--- config.mk ---
export PLATFORM = sky130hd
export DESIGN_NAME = uart_receiver
export DESIGN_NICKNAME = d
export VERILOG_FILES = /design/src/rtl/uart_pkg.sv /design/src/rtl/uart_nco.sv /design/src/rtl/uart_receiver.sv
export SDC_FILE = /design/constraint.sdc
export NUM_CORES = 1
export LEC_CHECK = 0
export ABC_AREA = 1
export ABC_CLOCK_PERIOD_IN_PS = 1730
export CAP_MARGIN = 0
export CORE_ASPECT_RATIO = 1.2
export CORE_UTILIZATION = 40
export CTS_BUF_LIST = sky130_fd_sc_hd__clkbuf_16
export CTS_CLUSTER_DIAMETER = 200
export DETAILED_ROUTE_END_ITERATION = 16
export PLACE_DENSITY_LB_ADDON = 0.05
export SYNTH_ARGS = -nofsm -noshare
export SYNTH_HDL_FRONTEND = slang
export SYNTH_SLANG_ARGS = --single-unit
--- constraint.sdc ---
create_clock -name clk -period 1.73 [get_ports clk]
set_input_delay 0.2595 -clock clk [delete_from_list [all_inputs] [get_ports clk]]
set_output_delay 0.2595 -clock clk [all_outputs]
set_load 0.01 [all_outputs]
--- src/rtl/uart_pkg.sv ---
// Shared types and constants for the UART receiver.
// Optional feature macro: UART_RX_PARITY_EN (adds the PARITY state).
package uart_pkg;

  localparam int NCO_W           = 17;
  localparam int OVERSAMPLE      = 16;
  localparam int MID_SAMPLE      = 7;
  localparam int SYS_CLK_DEFAULT = 100_000_000;

  typedef enum logic [2:0] {
    IDLE      = 3'd0,
    START     = 3'd1,
    DATA      = 3'd2,
`ifdef UART_RX_PARITY_EN
    PARITY    = 3'd3,
`endif
    STOP      = 3'd4,
    WAIT_IDLE = 3'd5
  } state_t;

  // Even parity of a byte: 1 when the byte holds an odd number of ones.
  function automatic logic even_parity(input logic [7:0] d);
    return ^d;
  endfunction

endpackage

--- src/rtl/uart_nco.sv ---
// 16x oversample tick generator. The low 16 bits of the accumulator are the
// phase; bit 16 receives the carry, so each rising edge of bit 16 marks one
// oversample period. Clearing restarts the phase at a start edge.
// Optional feature macro: UART_RX_PARITY_EN (not used in this file).
module uart_nco
  import uart_pkg::*;
#(
  parameter int DEFAULT_BDR = 115200,
  parameter int SYS_CLK     = SYS_CLK_DEFAULT
) (
  input  logic clk,
  input  logic rst_n,
  input  logic en,
  input  logic clr,
  output logic tick
);

  localparam logic [63:0] INC_WIDE =
    (64'(DEFAULT_BDR) * 64'(OVERSAMPLE) * 64'd65536) / 64'(SYS_CLK);
  localparam logic [NCO_W-1:0] INC = INC_WIDE[NCO_W-1:0];

  logic [NCO_W-1:0] acc_r;
  logic [NCO_W-1:0] acc_nxt_s;
  logic             tick_r;

  // Next accumulator value: clear, advance by INC, or hold.
  always_comb begin
    acc_nxt_s = acc_r;
    if (clr) begin
      acc_nxt_s = {NCO_W{1'b0}};
    end else if (en) begin
      acc_nxt_s = {1'b0, acc_r[NCO_W-2:0]} + INC;
    end else begin
      acc_nxt_s = acc_r;
    end
  end

  // Accumulator register and registered rising-edge detect on the carry bit.
  always_ff @(posedge clk or negedge rst_n) begin
    if (!rst_n) begin
      acc_r  <= {NCO_W{1'b0}};
      tick_r <= 1'b0;
    end else begin
      acc_r  <= acc_nxt_s;
      tick_r <= acc_nxt_s[NCO_W-1] & ~acc_r[NCO_W-1];
    end
  end

  assign tick = tick_r;

endmodule

--- src/rtl/uart_receiver.sv ---
// UART receiver: 2-flop input synchronizer, NCO-driven 16x oversampling,
// mid-bit sampling FSM, LSB-first shift register and registered status pulses.
// Optional feature macro: UART_RX_PARITY_EN (one even-parity bit after D7).
module uart_receiver
  import uart_pkg::*;
#(
  parameter int DEFAULT_BDR = 115200,
  parameter int SYS_CLK     = SYS_CLK_DEFAULT,
  parameter int STOP_BIT    = 2
) (
  input  logic       clk,
  input  logic       rst_n,
  input  logic       rxd,
  output logic [7:0] data,
  output logic       valid,
  output logic       frame_err,
  output logic       parity_err,
  output logic       busy
);

  // Only the first stop bit is checked; extra stop bits are plain idle time.
  if (STOP_BIT < 1) begin : g_bad_stop_bit
    $error("STOP_BIT must be at least 1");
  end

  state_t      state_r, state_nxt_s;
  logic        rxd_meta_r, rxd_sync_r;
  logic [3:0]  tick_cnt_r, tick_cnt_nxt_s;
  logic [2:0]  bit_cnt_r, bit_cnt_nxt_s;
  logic [7:0]  shift_r, shift_nxt_s;
  logic [7:0]  data_r, data_nxt_s;
  logic        valid_r, valid_nxt_s;
  logic        ferr_r, ferr_nxt_s;
  logic        busy_r;
  logic        tick_s, mid_s, nco_en_s, nco_clr_s;
`ifdef UART_RX_PARITY_EN
  logic        perr_r, perr_nxt_s;
  logic        pflag_r, pflag_nxt_s;
`endif

  // Two-flop synchronizer; idles high so reset never looks like a start bit.
  always_ff @(posedge clk or negedge rst_n) begin
    if (!rst_n) begin
      rxd_meta_r <= 1'b1;
      rxd_sync_r <= 1'b1;
    end else begin
      rxd_meta_r <= rxd;
      rxd_sync_r <= rxd_meta_r;
    end
  end

  assign nco_clr_s = (state_r == IDLE);
  assign nco_en_s  = (state_r != IDLE) && (state_r != WAIT_IDLE);
  assign mid_s     = tick_s && (tick_cnt_r == 4'(MID_SAMPLE));

  uart_nco #(
    .DEFAULT_BDR (DEFAULT_BDR),
    .SYS_CLK     (SYS_CLK)
  ) u_nco (
    .clk   (clk),
    .rst_n (rst_n),
    .en    (nco_en_s),
    .clr   (nco_clr_s),
    .tick  (tick_s)
  );

  // Tick counter: held at 0 in IDLE, wraps 15->0 at every bit boundary.
  always_comb begin
    tick_cnt_nxt_s = tick_cnt_r;
    if (state_r == IDLE) begin
      tick_cnt_nxt_s = 4'd0;
    end else if (tick_s) begin
      tick_cnt_nxt_s = tick_cnt_r + 4'd1;
    end else begin
      tick_cnt_nxt_s = tick_cnt_r;
    end
  end

  // Next-state, shift register and output pulse logic.
  always_comb begin
    state_nxt_s   = state_r;
    shift_nxt_s   = shift_r;
    bit_cnt_nxt_s = bit_cnt_r;
    data_nxt_s    = data_r;
    valid_nxt_s   = 1'b0;
    ferr_nxt_s    = 1'b0;
`ifdef UART_RX_PARITY_EN
    perr_nxt_s    = 1'b0;
    pflag_nxt_s   = pflag_r;
`endif
    case (state_r)
      IDLE: begin
        bit_cnt_nxt_s = 3'd0;
`ifdef UART_RX_PARITY_EN
        pflag_nxt_s   = 1'b0;
`endif
        if (!rxd_sync_r) begin
          state_nxt_s = START;
        end else begin
          state_nxt_s = IDLE;
        end
      end
      START: begin
        if (mid_s) begin
          if (rxd_sync_r) begin
            state_nxt_s = IDLE;
          end else begin
            state_nxt_s = DATA;
          end
        end else begin
          state_nxt_s = START;
        end
      end
      DATA: begin
        if (mid_s) begin
          shift_nxt_s   = {rxd_sync_r, shift_r[7:1]};
          bit_cnt_nxt_s = bit_cnt_r + 3'd1;
          if (bit_cnt_r == 3'd7) begin
`ifdef UART_RX_PARITY_EN
            state_nxt_s = PARITY;
`else
            state_nxt_s = STOP;
`endif
          end else begin
            state_nxt_s = DATA;
          end
        end else begin
          state_nxt_s = DATA;
        end
      end
`ifdef UART_RX_PARITY_EN
      PARITY: begin
        if (mid_s) begin
          pflag_nxt_s = rxd_sync_r ^ even_parity(shift_r);
          state_nxt_s = STOP;
        end else begin
          state_nxt_s = PARITY;
        end
      end
`endif
      STOP: begin
        if (mid_s) begin
          if (rxd_sync_r) begin
            data_nxt_s  = shift_r;
            valid_nxt_s = 1'b1;
`ifdef UART_RX_PARITY_EN
            perr_nxt_s  = pflag_r;
`endif
            state_nxt_s = IDLE;
          end else begin
            ferr_nxt_s  = 1'b1;
            state_nxt_s = WAIT_IDLE;
          end
        end else begin
          state_nxt_s = STOP;
        end
      end
      WAIT_IDLE: begin
        if (rxd_sync_r) begin
          state_nxt_s = IDLE;
        end else begin
          state_nxt_s = WAIT_IDLE;
        end
      end
      default: begin
        state_nxt_s = IDLE;
      end
    endcase
  end

  // State, datapath and registered outputs.
  always_ff @(posedge clk or negedge rst_n) begin
    if (!rst_n) begin
      state_r    <= IDLE;
      tick_cnt_r <= 4'd0;
      bit_cnt_r  <= 3'd0;
      shift_r    <= 8'h00;
      data_r     <= 8'h00;
      valid_r    <= 1'b0;
      ferr_r     <= 1'b0;
      busy_r     <= 1'b0;
    end else begin
      state_r    <= state_nxt_s;
      tick_cnt_r <= tick_cnt_nxt_s;
      bit_cnt_r  <= bit_cnt_nxt_s;
      shift_r    <= shift_nxt_s;
      data_r     <= data_nxt_s;
      valid_r    <= valid_nxt_s;
      ferr_r     <= ferr_nxt_s;
      busy_r     <= (state_nxt_s != IDLE);
    end
  end

`ifdef UART_RX_PARITY_EN
  // Parity mismatch flag for the current frame and its output pulse.
  always_ff @(posedge clk or negedge rst_n) begin
    if (!rst_n) begin
      pflag_r <= 1'b0;
      perr_r  <= 1'b0;
    end else begin
      pflag_r <= pflag_nxt_s;
      perr_r  <= perr_nxt_s;
    end
  end

  assign parity_err = perr_r;
`else
  assign parity_err = 1'b0;
`endif

  assign data      = data_r;
  assign valid     = valid_r;
  assign frame_err = ferr_r;
  assign busy      = busy_r;

endmodule

==> reports/qor.csv <==
metric,value,unit
clock_skew,0.008910,ns
num_rows,31,
drv_cap,0,
avgRoutedWirePerCell,11.78,um
die_x,74.01,um
reg2reg_from,tick_cnt_r[1]$_DFFE_PN0P_,
p_int,1.836,mW
max-vdd-ir-drop,0.3970,mV
drtAntennaViolNets,0,
drive_above_1_share,13.27,%
yosys_warnings,0,
cts-htree-levels,2,
worstSetupEndpointType,flop,
dp_hpwl,3.362,mm
netlist_instances,302,
setup_violations,0,
clkTransAtPathRegs,0.06,ns
synth-seq-cells,49,
period_minus_slack,1.479,ns
finalPower,2.291,mW
fin_area,2894,um^2
avgSynthCellArea,8.241,um^2
reg2reg_slack,0.25,ns
numClockSinks,49,
vias,1906,
crit_type,reg2reg,
grt_pass1_wl,8.252,mm
min-delay-start,rxd_meta_r$_DFF_PN1_,
power_frac_comb,1.5,%
worst-path-max-fanout,16,
post_cts_resized,0,
post_dp_cell_area,2718,um^2
placedCellCount,397,
first_pass_iters,4,
startpoint_type,flop,
yosysSeqAreaShare,49.37,%
use_met1,21.08,%
diodes,0,
grt_max_degree,50,
portBuffers,13,
cts-root-buf,clkbuf_16,
slew_viol_final,0,
routed_wl,4.784,mm
hp-class,reg2reg,
die-area,6542,um^2
met3_usage,3.417,%
rsz0062_at_grt,false,
cts_tree,done,
r2r.worst_path.cells,6,
synth.cell_area,2489,um^2
hold_violations,0,
vias_per_cell,4.695,
period_share,85.50,%
power.switching,454.6,uW
power_density,791.5,nW/um^2
grt_antenna_before_repair,0,
cts_buffers,5,
holdPathStages,0,
seq_power_share,50.3,%
p_sw_share,19.84,%
grt-ovfl-total,0,
gp_congestion,0.7363,
postCtsHoldBufs,1,
gr-usage-met2,27.77,%
cts_max_path_buffers,2,
totalNegativeSetupSlack,0,ns
holdWs,0.3560,ns
syn_nets,309,
fmax,676.1,MHz
r2r_end,data[7]$_DFFE_PN0P_,
area.growth.synth_to_final,16.29,%
grt_pass1_vias,1834,
timing.hold.worst_endpoint,rxd_sync_r$_DFF_PN1_,
core,6012,um^2
io_pins,15,
die_y,88.41,um
start_util,41.39,%
worstPathArrival,1.65,ns
clkPwrFrac,48.2,%
cp.required,1.91,ns
drcViolationCount,0,
busiest_layer,met2,
outcome,"complete, no violations",
grt_use_total,16.58,%
post-cts-setup-buffer-count,0,
drt_iter0_markers,113,
nNetsFinal,330,
clk_latency,0.29,ns
leakagePower,1.520,nW
stdcell_count,406,
ys_types,30,
power groups by stage:
stage	registers, mW	clock network [mW]	logic (mW)
detailed placement	1.17	0	0.0359
floorplan	1.17	0	0.00382
CTS	1.15	1.13	0.0377
global route	1.15	1.17	0.0412
global placement	1.17	0	0.0358
finish	1.15	1.10	0.0350
through the flow:
stage	util [%]	setup slack, ns
finish	48.14	0.2509
global placement	45.20	0.2677
global route	48.14	0.1488
CTS	48.14	0.2455
floorplan	-	0.3800
detailed placement	45.20	0.2487
worst max path at each step:
stage,start,endpoint
finish,tick_cnt_r[1]$_DFFE_PN0P_,data[7]$_DFFE_PN0P_
detailed placement,tick_cnt_r[1]$_DFFE_PN0P_,data[2]$_DFFE_PN0P_
floorplan,tick_cnt_r[1]$_DFFE_PN0P_,data[6]$_DFFE_PN0P_
CTS,tick_cnt_r[1]$_DFFE_PN0P_,data[2]$_DFFE_PN0P_
global route,u_nco.acc_r[0]$_DFFE_PN0P_,u_nco.acc_r[12]$_DFFE_PN0P_
global placement,tick_cnt_r[1]$_DFFE_PN0P_,data[3]$_DFFE_PN0P_
cells in the final DEF, fill, tap and decap left out, types with 5 or more instances in the layout:
master / count
a21oi_1: 6
clkbuf_16: 5
clkdlybuf4s50_1: 12
dfrtp_1: 47
inv_1: 40
nand2_1: 99
nand3_1: 22
nor2_1: 26
o21ai_0: 6
o21ai_2: 14
layer usage:
layer  wire length, um  part of all wire [%]  up-vias
met5                 0                     0        -
met4                62                   1.3        0
met3               123                   2.6        7
met2              2327                    49       20
met1              2270                    47      891
li1                  -                     -      988
cells in the mapped netlist (all sizes together):
cell type    n  area [um^2]
nand3       27        167.7
xor2         2        17.52
inv         41        153.9
clkinv       1        8.760
buf          4        41.29
nor2        28        123.9
a21oi        6        30.03
nand2      103        406.6
a31oi        2        12.51
nor3b        1        7.510
o22ai        2        12.51
nand4        2        12.51
nor3         6        40.04
ha           4        50.05
o21ai       22        162.7
dfrtp       47         1176
o32ai        1        8.760
dfstp        2        52.55
conb         1        3.750
critical path, stage by stage (launching register included):
cell	delay, ns
dfrtp_1	0.38
ha_1	0.19
nand3_2	0.14
nor2_8	0.22
nand3_4	0.24
nand2_1	0.15
o21ai_2	0.05
logic make-up (layout without fill, tap and decap cells):
logic type | after synthesis | count (layout) | share of synthesized area, %
other cells | 1 | 1 | 0.1507
compound gates | 33 | 33 | 9.100
buf+inv | 46 | 68 | 8.195
flops | 49 | 49 | 49.37
xor+xnor | 2 | 2 | 0.7040
simple gates | 167 | 167 | 30.47
fa+ha+maj | 4 | 4 | 2.011
state kept, by name, indices dropped and copies added (netlist names):
register / count
frame_err: 1
valid: 1
busy: 1
rxd_sync_r: 1
rxd_meta_r: 1
u_nco.tick: 1
shift_r: 8
state_r: 3
u_nco.acc_r: 17
tick_cnt_r: 4
data: 8
bit_cnt_r: 3
area by class of cell:
cell class	count	area, um^2
multi-input combinational	207	1056
fill	585	3118
timing repair buffer	18	177.7
tap	82	102.6
clock inverter	3	41.29
clock buffer	5	125.1
inverter	42	162.7
sequential	49	1229
Note: power is estimated with default switching activity, not from simulation.
